## config.mk

```make
export PLATFORM = sky130hd
export DESIGN_NAME = icache_refill_bridge_flat
export DESIGN_NICKNAME = d
export VERILOG_FILES = /design/src/rtl/icache_refill_bridge_if.sv /design/src/rtl/icache_refill_bridge.sv /design/src/flat_wrapper.sv
export SDC_FILE = /design/constraint.sdc
export NUM_CORES = 1
export LEC_CHECK = 0
export CORE_MARGIN = 10
export CORE_UTILIZATION = 39
export CTS_CLUSTER_DIAMETER = 150
export DETAILED_ROUTE_END_ITERATION = 8
export SYNTH_ARGS = -nofsm -noshare
export SYNTH_HDL_FRONTEND = slang
export SYNTH_SLANG_ARGS = --single-unit
```

## constraint.sdc

```tcl
create_clock -name clk -period 6.14 [get_ports clk]
set_input_delay 0.614 -clock clk [delete_from_list [all_inputs] [get_ports clk]]
set_output_delay 0.614 -clock clk [all_outputs]
set_load 0.05 [all_outputs]
```

## src/rtl/icache_refill_bridge_if.sv

```systemverilog
// AXI4 read-address / read-data channel bundle between the icache refill
// bridge (master) and the AXI read crossbar (slave).
interface icache_refill_bridge_if;
    logic [3:0]  arid;
    logic [31:0] araddr;
    logic [7:0]  arlen;
    logic [2:0]  arsize;
    logic [1:0]  arburst;
    logic        arvalid;
    logic        arready;
    logic [31:0] rdata;
    logic [1:0]  rresp;
    logic        rlast;
    logic        rvalid;
    logic        rready;

    modport master (
        output arid, araddr, arlen, arsize, arburst, arvalid, rready,
        input  arready, rdata, rresp, rlast, rvalid
    );

    modport slave (
        input  arid, araddr, arlen, arsize, arburst, arvalid, rready,
        output arready, rdata, rresp, rlast, rvalid
    );
endinterface

```

## src/rtl/icache_refill_bridge.sv

```systemverilog
// Turns icache line-refill and uncached word reads into AXI4 read bursts and
// returns the data as a single-cycle response pulse. LINE_WORDS is a power of two.
//
// state   | meaning
// IDLE    | sample requests, line refill wins over uncached read
// AR      | arvalid held with stable address/id/len until arready
// R       | rready high, beats stored at word[beat_cnt]
// RESP    | one-cycle ret_valid or iucache_rvalid_o pulse
module icache_refill_bridge #(
    parameter int unsigned LINE_WORDS = 8,
    parameter logic [3:0]  LINE_ID    = 4'd0,
    parameter logic [3:0]  UNCACHE_ID = 4'd1
) (
    input  logic                     clk,
    input  logic                     reset,
    input  logic                     rd_req,
    input  logic [31:0]              rd_addr,
    output logic                     ret_valid,
    output logic [32*LINE_WORDS-1:0] ret_data,
    input  logic                     iucache_ren_i,
    input  logic [31:0]              iucache_addr_i,
    output logic                     iucache_rvalid_o,
    output logic [31:0]              iucache_rdata_o,
    icache_refill_bridge_if.master   axi
);
    localparam int unsigned LINE_BITS = 32 * LINE_WORDS;
    localparam int unsigned CNT_W     = $clog2(LINE_WORDS);
    localparam int unsigned OFF_W     = CNT_W + 2;

    typedef enum logic [1:0] {ST_IDLE, ST_AR, ST_R, ST_RESP} state_e;

    state_e                 state_q, state_d;
    logic                   kind_line_q, kind_line_d;
    logic [CNT_W-1:0]       beat_cnt_q, beat_cnt_d;
    logic [LINE_BITS-1:0]   line_q, line_d;
    logic [LINE_BITS-1:0]   ret_data_q, ret_data_d;
    logic [31:0]            iuc_rdata_q, iuc_rdata_d;
    logic                   ret_valid_q, ret_valid_d;
    logic                   iuc_rvalid_q, iuc_rvalid_d;
    logic                   arvalid_q, arvalid_d;
    logic                   rready_q, rready_d;
    logic [31:0]            araddr_q, araddr_d;
    logic [3:0]             arid_q, arid_d;
    logic [7:0]             arlen_q, arlen_d;
    logic                   beat;

    assign beat = rready_q && axi.rvalid;

    always_comb begin
        state_d     = state_q;
        kind_line_d = kind_line_q;
        beat_cnt_d  = beat_cnt_q;
        line_d      = line_q;
        ret_data_d  = ret_data_q;
        iuc_rdata_d = iuc_rdata_q;
        araddr_d    = araddr_q;
        arid_d      = arid_q;
        arlen_d     = arlen_q;

        unique case (state_q)
            ST_IDLE: begin
                if (rd_req) begin
                    araddr_d    = {rd_addr[31:OFF_W], OFF_W'(0)};
                    arid_d      = LINE_ID;
                    arlen_d     = 8'(LINE_WORDS - 1);
                    kind_line_d = 1'b1;
                    line_d      = '0;
                    beat_cnt_d  = '0;
                    state_d     = ST_AR;
                end else if (iucache_ren_i) begin
                    araddr_d    = {iucache_addr_i[31:2], 2'b00};
                    arid_d      = UNCACHE_ID;
                    arlen_d     = 8'd0;
                    kind_line_d = 1'b0;
                    beat_cnt_d  = '0;
                    state_d     = ST_AR;
                end
            end
            ST_AR: begin
                if (arvalid_q && axi.arready) state_d = ST_R;
            end
            ST_R: begin
                if (beat) begin
                    // Beats past the line length wrap and overwrite word 0 onward.
                    if (kind_line_q) line_d[32*int'(beat_cnt_q) +: 32] = axi.rdata;
                    beat_cnt_d = beat_cnt_q + CNT_W'(1);
                    if (axi.rlast) begin
                        state_d = ST_RESP;
                        if (kind_line_q) ret_data_d  = line_d;
                        else             iuc_rdata_d = axi.rdata;
                    end
                end
            end
            ST_RESP: state_d = ST_IDLE;
            default: state_d = ST_IDLE;
        endcase

        arvalid_d    = (state_d == ST_AR);
        rready_d     = (state_d == ST_R);
        ret_valid_d  = (state_q == ST_R) && (state_d == ST_RESP) && kind_line_q;
        iuc_rvalid_d = (state_q == ST_R) && (state_d == ST_RESP) && !kind_line_q;
    end

    always_ff @(posedge clk) begin
        if (reset) begin
            state_q      <= ST_IDLE;
            kind_line_q  <= 1'b0;
            beat_cnt_q   <= '0;
            line_q       <= '0;
            ret_data_q   <= '0;
            iuc_rdata_q  <= '0;
            ret_valid_q  <= 1'b0;
            iuc_rvalid_q <= 1'b0;
            arvalid_q    <= 1'b0;
            rready_q     <= 1'b0;
            araddr_q     <= '0;
            arid_q       <= '0;
            arlen_q      <= '0;
        end else begin
            state_q      <= state_d;
            kind_line_q  <= kind_line_d;
            beat_cnt_q   <= beat_cnt_d;
            line_q       <= line_d;
            ret_data_q   <= ret_data_d;
            iuc_rdata_q  <= iuc_rdata_d;
            ret_valid_q  <= ret_valid_d;
            iuc_rvalid_q <= iuc_rvalid_d;
            arvalid_q    <= arvalid_d;
            rready_q     <= rready_d;
            araddr_q     <= araddr_d;
            arid_q       <= arid_d;
            arlen_q      <= arlen_d;
        end
    end

    assign ret_valid        = ret_valid_q;
    assign ret_data         = ret_data_q;
    assign iucache_rvalid_o = iuc_rvalid_q;
    assign iucache_rdata_o  = iuc_rdata_q;
    assign axi.arvalid      = arvalid_q;
    assign axi.araddr       = araddr_q;
    assign axi.arid         = arid_q;
    assign axi.arlen        = arlen_q;
    assign axi.arsize       = 3'b010;
    assign axi.arburst      = 2'b01;
    assign axi.rready       = rready_q;

    // Error responses are passed through as data; address offset bits are dropped.
    logic unused_ok;
    assign unused_ok = ^{axi.rresp, rd_addr[OFF_W-1:0], iucache_addr_i[1:0]};
endmodule

```

## src/flat_wrapper.sv

```systemverilog
// flat-port wrapper written by rule: the top's interface ports become plain ports
module icache_refill_bridge_flat 
#(
    parameter int unsigned LINE_WORDS = 8,
    parameter logic [3:0]  LINE_ID    = 4'd0,
    parameter logic [3:0]  UNCACHE_ID = 4'd1
)
  (clk, reset, rd_req, rd_addr, ret_valid, ret_data, iucache_ren_i, iucache_addr_i, iucache_rvalid_o, iucache_rdata_o, axi_arid, axi_araddr, axi_arlen, axi_arsize, axi_arburst, axi_arvalid, axi_rready, axi_arready, axi_rdata, axi_rresp, axi_rlast, axi_rvalid);
  icache_refill_bridge_if axi_i ();
  input  logic clk;
  input  logic reset;
  input  logic rd_req;
  input  logic [31:0] rd_addr;
  output logic ret_valid;
  output logic [32*LINE_WORDS-1:0] ret_data;
  input  logic iucache_ren_i;
  input  logic [31:0] iucache_addr_i;
  output logic iucache_rvalid_o;
  output logic [31:0] iucache_rdata_o;
  output wire logic [$bits(axi_i.arid)-1:0] axi_arid;
  output wire logic [$bits(axi_i.araddr)-1:0] axi_araddr;
  output wire logic [$bits(axi_i.arlen)-1:0] axi_arlen;
  output wire logic [$bits(axi_i.arsize)-1:0] axi_arsize;
  output wire logic [$bits(axi_i.arburst)-1:0] axi_arburst;
  output wire logic [$bits(axi_i.arvalid)-1:0] axi_arvalid;
  output wire logic [$bits(axi_i.rready)-1:0] axi_rready;
  input wire logic [$bits(axi_i.arready)-1:0] axi_arready;
  input wire logic [$bits(axi_i.rdata)-1:0] axi_rdata;
  input wire logic [$bits(axi_i.rresp)-1:0] axi_rresp;
  input wire logic [$bits(axi_i.rlast)-1:0] axi_rlast;
  input wire logic [$bits(axi_i.rvalid)-1:0] axi_rvalid;
  assign axi_arid = axi_i.arid;
  assign axi_araddr = axi_i.araddr;
  assign axi_arlen = axi_i.arlen;
  assign axi_arsize = axi_i.arsize;
  assign axi_arburst = axi_i.arburst;
  assign axi_arvalid = axi_i.arvalid;
  assign axi_rready = axi_i.rready;
  assign axi_i.arready = axi_arready;
  assign axi_i.rdata = axi_rdata;
  assign axi_i.rresp = axi_rresp;
  assign axi_i.rlast = axi_rlast;
  assign axi_i.rvalid = axi_rvalid;
  icache_refill_bridge #(.LINE_WORDS(LINE_WORDS), .LINE_ID(LINE_ID), .UNCACHE_ID(UNCACHE_ID)) u_core (.clk(clk), .reset(reset), .rd_req(rd_req), .rd_addr(rd_addr), .ret_valid(ret_valid), .ret_data(ret_data), .iucache_ren_i(iucache_ren_i), .iucache_addr_i(iucache_addr_i), .iucache_rvalid_o(iucache_rvalid_o), .iucache_rdata_o(iucache_rdata_o), .axi(axi_i));
endmodule
```

# Word level (Yosys, flattened, before mapping)
# Index checks and enable logic that the tools add are counted.
# op_classes
order_cmp	0
shifts	2
add_sub_neg	2
div	0
bitwise	1
eq_ne	9
mul	0
muxes	23
reduce_logical	14
# ops
op	n
256-bit two-way mux	3
256-bit one-hot mux with 2 select lines	1
256-bit bitwise mux	1
32-bit by 33-bit variable shift with 256-bit output (first input constant)	1
32-bit by 33-bit variable part select with 256-bit output	1
32-bit two-way mux	2
8-bit negation with 33-bit output	1
8-bit two-way mux	2
2-bit two-way mux	5
3-bit two-way mux	3
2-bit == test (second input constant)	4
4-bit two-way mux	2
2-bit one-hot mux with 4 select lines	1
4-bit AND reduction	2
3-bit one-hot mux with 2 select lines	1
3-bit AND reduction	2
1-bit logical AND	5
2-bit by 1-bit == test with 1-bit output (second input constant)	2
2-bit nonzero test	2
3-bit by 1-bit adder with 3-bit output (second input constant)	1
3-bit != test (second input constant)	1
2-bit logical NOT	1
1-bit two-way mux	2
2-bit by 1-bit != test with 1-bit output (second input constant)	1
other kinds (4)	4
# word_totals
latch_bits	0
out_inout_bits	341
mem_count	0
register_bits	598
mem_bits_rw	0
romBits	0

# Logic depth before layout (Yosys ltp)
# Gate-level depths: netlist of run 1.
# logic_depth
word_depth	6
mapped_depth	12
depth_no_buf	7

# Least setup slack after synthesis of run 1
# Ideal clock, no wire load.
# synth_path
kind	reg-to-reg
from	register u_core.beat_cnt_q[0]
to	register u_core.ret_data_q[247] (netlist: u_core.ret_data[247])
path_stages_with_launch	12
setup_ns	0.132
t_arrival_ns	2.682
setup_slack_ns	3.326
period_less_slack_ns	2.814
path_buffers	4
cell_sequence	dfxtp_1 buf_4 clkbuf_1 inv_1 ha_1 ha_1 or2_2 or3_1 buf_2 buf_2 a221oi_1 nor3_1
# synth_via
elab_chain_cells	4
elab_cells_between_ends	5
# synth_rtl
element	line	rtl
from (decl)	icache_refill_bridge.sv:34	logic [CNT_W-1:0] beat_cnt_q, beat_cnt_d;
from (signal assigned)	icache_refill_bridge.sv:122	beat_cnt_q <= beat_cnt_d;
8-bit negation with 33-bit output *	icache_refill_bridge.sv:85	if (kind_line_q) line_d[32*int'(beat_cnt_q) +: 32] = axi.rdata;
32-bit by 33-bit variable part select with 256-bit output / 32-bit by 33-bit variable shift with 256-bit output (equally long branches)	icache_refill_bridge.sv:85	
256-bit bitwise mux *	icache_refill_bridge.sv:85	
256-bit two-way mux *	icache_refill_bridge.sv:85	
to (signal assigned)	icache_refill_bridge.sv:124	ret_data_q <= ret_data_d;
to (decl)	icache_refill_bridge.sv:36	logic [LINE_BITS-1:0] ret_data_q, ret_data_d;
# Mark *: on every way between the ends. The rest lies on a longest branch, timed or not.
# A chain may end at the register's enable or synchronous reset.

# Worst setup path in the final report of run 1
# layout_path
from	register u_core.beat_cnt_q[1]
to	register u_core.line_q[179]
# layout_via
elab_chain_cells	6
elab_cells_between_ends	7
# layout_rtl
element	line	rtl
8-bit negation with 33-bit output *	icache_refill_bridge.sv:85	
32-bit by 33-bit variable part select with 256-bit output / 32-bit by 33-bit variable shift with 256-bit output (equally long branches)	icache_refill_bridge.sv:85	
256-bit bitwise mux *	icache_refill_bridge.sv:85	
256-bit two-way mux *	icache_refill_bridge.sv:85	
256-bit two-way mux *	icache_refill_bridge.sv:83	if (beat) begin
256-bit one-hot mux with 2 select lines *	icache_refill_bridge.sv:60	unique case (state_q)
to (signal assigned)	icache_refill_bridge.sv:123	line_q <= line_d;
to (decl)	icache_refill_bridge.sv:35	logic [LINE_BITS-1:0] line_q, line_d;
# Mark *: on every way between the ends. The rest lies on a longest branch, timed or not. The select of a mux whose other input is x is not followed.

==> results of run 1 <==
## sequential cells by signal, summed over array words and instances, names as in the netlist, 2 cells and up
| signal | count |
|---|---|
| u_core.ret_data | 256 |
| u_core.line_q | 256 |
| u_core.iucache_rdata_o | 32 |
| u_core.state_q | 2 |
| u_core.axi.araddr | 30 |
| u_core.beat_cnt_q | 3 |
## final timing paths
path / start / to / slack, ns / cells after the start
setup / recovery: u_core.beat_cnt_q[1] / u_core.line_q[179] / 2.18 / 6
hold / removal: u_core.line_q[108] / u_core.ret_data[108] / 0.45 / 2
setup reg to reg: u_core.beat_cnt_q[1] / u_core.line_q[179] / 2.18 / 6
hold reg to reg: u_core.line_q[108] / u_core.ret_data[108] / 0.45 / 2
## cells in the final DEF (no fill, tap or decap), drive strengths merged, types with 6 or more instances in the layout
master | Yosys | routed
dfxtp | 585 | 585
clkdlybuf4s50 | 0 | 420
nand2 | 336 | 336
nor2 | 301 | 301
a21oi | 227 | 227
a22o | 186 | 186
a211oi | 185 | 185
clkbuf | 163 | 92
o2bb2ai | 53 | 53
buf | 131 | 51
a311oi | 50 | 50
nand3 | 47 | 47
nor3 | 41 | 41
o21ai | 29 | 29
a221oi | 24 | 24
a32o | 20 | 20
a22oi | 20 | 20
conb | 2 | 15
inv | 12 | 13
clkinv | 0 | 10
bufinv | 0 | 7
o22ai | 6 | 6
nand2b | 6 | 6
## kinds of logic (layout without fill, tap and decap cells)
kind of cell	count (synthesis)	after routing	share of synthesized area, %
multiplexers	1	1	0.04493
flip-flops	585	585	52.57
other	2	17	0.03371
AND/OR/NAND/NOR	760	760	14.19
buffers and inverters	306	595	6.475
XOR/XNOR	2	2	0.07864
adder cells (fa/ha/maj)	4	4	0.2247
AO/OA/AOI/OAI	804	804	26.39
## routing by layer
| layer | part of all wire, % | track usage (%) | vias up |
|---|---|---|---|
| met3 | 9.2 | 6.463 | 125 |
| met4 | 2.7 | 7.548 | 0 |
| li1 | - | - | 9271 |
| met5 | 0 | 0 | - |
| met2 | 46 | 38.77 | 804 |
| met1 | 42 | 31.07 | 9901 |
## layout make-up
class / count / area, µm² / share of cell area [%]
clock inverter: 20 / 314.1 / 1.092
inverter: 12 / 45.04 / 0.1566
multi-input combinational: 1586 / 9283 / 32.27
antenna: 2 / 5.005 / 0.01740
clock buffer: 92 / 1843 / 6.407
sequential: 585 / 11710 / 40.71
tap: 756 / 945.9 / 3.288
timing repair buffer: 471 / 4619 / 16.06
## through the flow
stage | hold WS [ns] | instance area, µm² | util [%] | total power, W | instances
global placement | 0.4415 | 26610 | 47.09 | 0.004442 | 3410
detailed placement | 0.4461 | 26610 | 47.09 | 0.004447 | 3410
CTS | 0.4544 | 28760 | 50.91 | 0.008368 | 3522
finish | 0.4496 | 28770 | 50.92 | 0.008315 | 3524
floorplan | 0.4322 | 22330 | - | 0.004215 | 2477
global route | 0.4702 | 28770 | 50.92 | 0.008531 | 3523
## Yosys cell counts (2+ instances only)
library cell,n
o21ai_0,21
buf_4,42
o2bb2ai_1,53
a211oi_1,175
nand2b_1,6
nor2_4,3
conb_1,2
buf_6,5
a22o_1,186
nor2b_1,3
or3b_1,2
buf_2,78
nor2_2,3
nor3_1,39
and4b_1,2
dfxtp_1,585
inv_1,12
xnor2_1,2
o21a_1,3
nand4_1,3
o22ai_1,6
a311oi_1,50
ha_1,4
clkbuf_1,162
o21ai_1,8
nand2_1,335
a221oi_1,24
or2_2,2
nor4b_1,2
a211oi_2,10
nand4b_1,2
and2_1,2
a32o_1,20
nor2_1,295
a21oi_1,227
buf_1,6
and3_1,2
a22oi_1,20
nand3_1,46
## power groups by stage
stage	combinational [W]	clock [W]	sequential, W
6_report	0.000525	0.00395	0.00384
5_1_grt	0.000549	0.00414	0.00384
4_1_cts	0.000524	0.00400	0.00384
3_5_place_dp	0.000522	0	0.00393
3_3_place_gp	0.000518	0	0.00392
2_1_floorplan	0.000225	0	0.00399
## worst reg2reg max path: cells and delay by family, from the launching register on
kind                     cells  cell delay, ns
AO/OA/AOI/OAI                1            0.27
flip-flops                   1            0.40
AND/OR/NAND/NOR              3            2.56
buffers and inverters        1            0.06
adder cells (fa/ha/maj)      1            0.61
==> impl_results.md, run 1 <==
- Run status: complete, no violations
- Max VDD drop: 0.0002196 V
- WP buf/inv: 1
- Routed WL: 85270 µm
- Critical path class: reg -> reg
- Slew Viols, Final: 0
- CP Data Required Time: 6.69 ns
- Relative slew slack: 15.25%
- # resized after CTS: 0
- Die X-Extent: 259.0 µm
- WL/cell: 24.20 µm
- Ys async rst share: 0%
- Worst setup EP type: flip-flop
- Sequential power share: 46.2%
- Hold buffer count at cts: 0
- Global-route wire length before repair: 125700 µm
- I/O pin count: 446
- Worst-margin pin slew: 1.267 ns
- Lkg Pwr: 9.603 nW
- Min Clock Period, post-route: 3.958 ns
- Synth top area share: 52.57%
- Post-synth EDFFs: 0
- Pwr dens: 289.0 nW/µm²
- Crit path largest cell delay: 0.89 ns
- #FFs+latches synth: 585
- Critical-path cell list: inv_1, ha_1, nor3b_2, nand3_2, nor2_4, a32o_1
- Switching share of power: 23.97%
- Total gr overflow: 0
- Top FF cell, synth: dfxtp_1
- Min-delay worst type: reg -> reg
- Core area: 56500 µm²
- CTS Buf Count: 61
- RSZ-0062 raised after global routing: false
- ANT nets after route: 0
- Register area share after synthesis: 52.57%
- Crit-path slowest cell: nor3b_2
- Crit path DAT: 4.51 ns
- Clk root buf: clkbuf_16
- Final hold vios: 0
- Net Sw Power: 0.001993 W
- Top achievable clock speed: 0.2527 GHz
- Layout Skew: 0.02678 ns
- Post-Synthesis Cells: 2464
- Vias: 20101
- Leading post-synthesis cells by cell area: dfxtp_1 53%, a22o_1 7.3%, a211oi_1 5.9%
- Delay-heaviest family, CP: simple AND/OR/NAND/NOR gates
- Layout cell share with drive strength beyond 1: 7.086%
- Setup WS pre-CTS: 2.260 ns
- Power share of the clock group: 47.5%
- Drt first pass iters: 5
- Post-CTS setup buffer count: 0
- Initial antenna violation count: 2
- GRT Util Overall: 24.13%
- Logic pwr share: 6.3%
- Detailed Place HPWL: 54420 µm
- Gpl congestion: 0.8181
- Finish-stage setup viols: 0
- Buffers on Ports: 421
- Vias/cell: 5.704
- Net count, final: 2826
- Clk buf depth: 3
- Clock Sinks: 585
- Residual DRC: 0
- Post-route clock period utilization: 64.46%
- Mean Syn Cell Area: 9.042 µm²
- P_int: 0.006322 W
- Vias in the first global route: 19582
- Mapped cell area: 22280 µm²
- Final worst setup slack: 2.182 ns
- DRT iter0 DRCs: 1940
- Max Cap Viol: 0
- Largest net degree at the start of global routing: 182
- Clk_lat worst skew: 0.64 ns
- Depth of the CTS H-tree: 2
- Crit path max fanout: 35
- CTS clk-pin slew, worst paths: 0.07 ns
- Synth area leader: dfxtp_1
- Initial core utilization: 39.43%
- P&R area growth vs syn: 29.13%
- Yosys warns: 0
- Row cnt: 87
- Netlist cell types: 55
- Setup tns final: 0 ns
- Fillers: 5091
- CTS tree: done
- Die Ht: 259.0 µm
- Startpoint Class: flip-flop
- Die area: 67090 µm²
Power figures use the tool's default switching activity.
==> inputs of run 2 (changes only) <==
--- a/config.mk
+++ b/config.mk
@@ -9,6 +9,7 @@
 export CORE_UTILIZATION = 39
 export CTS_CLUSTER_DIAMETER = 150
 export DETAILED_ROUTE_END_ITERATION = 8
+export PLACE_DENSITY = 0.66
 export SYNTH_ARGS = -nofsm -noshare
 export SYNTH_HDL_FRONTEND = slang
 export SYNTH_SLANG_ARGS = --single-unit
==> constraint.sdc (replaced) <==
create_clock -name clk -period 3.2 [get_ports clk]
set_input_delay 0.32 -clock clk [delete_from_list [all_inputs] [get_ports clk]]
set_output_delay 0.32 -clock clk [all_outputs]
set_load 0.05 [all_outputs]
==> impl_results.md, run 2 (synthesis gave the netlist of run 1 again) <==
- Run status: complete, no violations (unchanged)
- P_int: 0.01180 W (was 0.006322 W)
- # diodes: 0 (was 2)
- Clk_lat worst skew: 0.62 ns (was 0.64 ns)
- CTS tree: done (unchanged)
- Clk buf depth: 3 (unchanged)
- Clk root buf: clkbuf_16 (unchanged)
- Gpl congestion: 0.8485 (was 0.8181)
- Clock Sinks: 585 (unchanged)
- Critical-path cell list: inv_1, ha_1, ha_1, or3b_1, nor2_2, buf_4, nand2_1, o2bb2ai_1 (was inv_1, ha_1, nor3b_2, nand3_2, nor2_4, a32o_1)
- Relative slew slack: 18.07% (was 15.25%)
- Dpl cells: 3459 (was 3410)
- Switching share of power: 24.38% (was 23.97%)
- WL/cell: 23.60 µm (was 24.20 µm)
- Net count, final: 2874 (was 2826)
- Die area: 67090 µm² (unchanged)
- Sequential power share: 47.2% (was 46.2%)
- Worst-margin pin slew: 1.225 ns (was 1.267 ns)
- DRT iter0 DRCs: 2101 (was 1940)
- Initial core utilization: 39.43% (unchanged)
- Register area: 11710 µm² (unchanged)
- Detailed Place HPWL: 55810 µm (was 54420 µm)
- Routed WL: 84260 µm (was 85270 µm)
- Finish-stage setup viols: 0 (unchanged)
- Most frequent CP cell: ha_1
- ANT nets after route: 0 (unchanged)
- Layout cell share with drive strength beyond 1: 8.635% (was 7.086%)
- Die X-Extent: 259.0 µm (unchanged)
- Vias/cell: 5.719 (was 5.704)
- Min-delay worst type: in -> reg (was reg -> reg)
- Buffers on Ports: 421 (unchanged)
- I/O pin count: 446 (unchanged)
- Max VDD drop: 0.0004023 V (was 0.0002196 V)
- Largest net degree at the start of global routing: 208 (was 182)
- RSZ-0062 raised after global routing: false (unchanged)
- Area occupied by multi-input gates: 9259 µm² (was 9283 µm²)
- CTS clk-pin slew, worst paths: 0.06 ns (was 0.07 ns)
- GRT Util Overall: 23.88% (was 24.13%)
- Die Ht: 259.0 µm (unchanged)
- Vias in the first global route: 19819 (was 19582)
- # resized after CTS: 0 (unchanged)
- P&R area growth vs syn: 30.47% (was 29.13%)
- Reg2reg start: u_core.beat_cnt_q[0] (was u_core.beat_cnt_q[1])
- CTS Buf Count: 60 (was 61)
- Pwr dens: 537.0 nW/µm² (was 289.0 nW/µm²)
- Lkg Pwr: 9.810 nW (was 9.603 nW)
- Critical path origin: u_core.beat_cnt_q[0] (was u_core.beat_cnt_q[1])
- Core area: 56500 µm² (unchanged)
- Post-CTS setup buffer count: 0 (unchanged)
- Post-route clock period utilization: 92.30% (was 64.46%)
- Final cell count without fillers: 3570 (was 3524)
- Final hold vios: 0 (unchanged)
- Startpoint Class: flip-flop (unchanged)
- Most frequent cells in the layout: 584 x dfxtp_1, 420 x clkdlybuf4s50_1, 335 x nand2_1 (unchanged)
- Hold buffer count at cts: 0 (unchanged)
- Net Sw Power: 0.003806 W (was 0.001993 W)
- Logic pwr share: 6.7% (was 6.3%)
- Layout Skew: 0.01486 ns (was 0.02678 ns)
- CP Data Required Time: 3.74 ns (was 6.69 ns)
- Drt first pass iters: 5 (unchanged)
- Crit path largest cell delay: 0.48 ns (was 0.89 ns)
- Power share of the clock group: 46.2% (was 47.5%)
- Max Cap Viol: 0 (unchanged)
- Min Clock Period, post-route: 2.954 ns (was 3.958 ns)
- Depth of the CTS H-tree: 2 (unchanged)
- Vias: 20416 (was 20101)
- Crit path max fanout: 16 (was 35)
- Initial antenna violation count: 0 (was 2)
- Crit path DAT: 3.50 ns (was 4.51 ns)
- Residual DRC: 0 (unchanged)
- Crit-path slowest cell: or3b_1 (was nor3b_2)
- Total gr overflow: 0 (unchanged)
- Setup tns final: 0 ns (unchanged)
- Worst setup EP type: flip-flop (unchanged)
- Top achievable clock speed: 0.3386 GHz (was 0.2527 GHz)
- Slew Viols, Final: 0 (unchanged)
- Critical path class: reg -> reg (unchanged)
- Hold Startpoint: reset (was u_core.line_q[108])
- Fillers: 5107 (was 5091)
- Most common cell after layout, fill and taps aside: dfxtp_1 (unchanged)
- Row cnt: 87 (unchanged)
- Global-route wire length before repair: 125200 µm (was 125700 µm)
## run 2: cell count changes in the layout (fill, tap and decap cells not counted), moves of 8 or more
cell	change
buf_4	+41
clkinv_2	+10
buf_12	+8
clkbuf_8	-8
## run 2: final cells by class
class | instances | share of cell area [%]
clock buffers | 83 | 5.949
multi-input cells | 1586 | 31.85
repair buffers | 520 | 17.50
flip-flops and latches | 585 | 40.29
well taps | 756 | 3.254
clock inverters | 28 | 0.9943
inverters | 12 | 0.1550
## run 2: power groups by stage
stage / clock, W / sequential, W / combinational, W
after detailed placement: 0 / 0.00753 / 0.00103
after global routing: 0.00757 / 0.00737 / 0.00109
after floorplan: 0 / 0.00766 / 0.000432
final: 0.00721 / 0.00736 / 0.00104
after CTS: 0.00729 / 0.00736 / 0.00104
after global placement: 0 / 0.00752 / 0.00102
## run 2: per-stage QoR
stage	power, W	cell area, µm²	util (%)	hold slack [ns]	worst slack, ns
floorplan	0.008088	22330	-	0.4261	0.3857
global placement	0.008544	27050	47.88	0.4432	0.3950
detailed placement	0.008561	27050	47.88	0.4464	0.3028
CTS	0.01569	29070	51.45	0.03260	0.2664
global route	0.01602	29070	51.45	0.06345	0.06990
finish	0.01561	29070	51.45	0.06361	0.2464
## run 2: metal layers
metal  vias to the layer above  wire, µm  GRT usage (%)
met3                       130      7299          5.967
met2                       871     38830          38.54
met5                         -         0              0
met1                     10032     35460          30.68
met4                         0      2676          8.022
li1                       9383         -              -
## run 2: worst max-delay path: cells and delay by family (launching register included)
kind	cells	cell delay [ns]
DFF	1	0.47
adders and majority gates	2	0.59
and+or+nand+nor	3	1.16
AOI/OAI and AO/OA	1	0.24
buffers and inverters	2	0.41
## run 2: worst paths after layout
| kind | endpoint | slack [ns] | depth (start not counted) |
|---|---|---|---|
| worst min register to register | u_core.iucache_rdata_o[24] | 0.45 | 2 |
| worst max-delay path | u_core.line_q[188] | 0.25 | 8 |
| worst min-delay path | u_core.ret_data[169] | 0.06 | 2 |
| worst max register to register | u_core.line_q[188] | 0.25 | 8 |
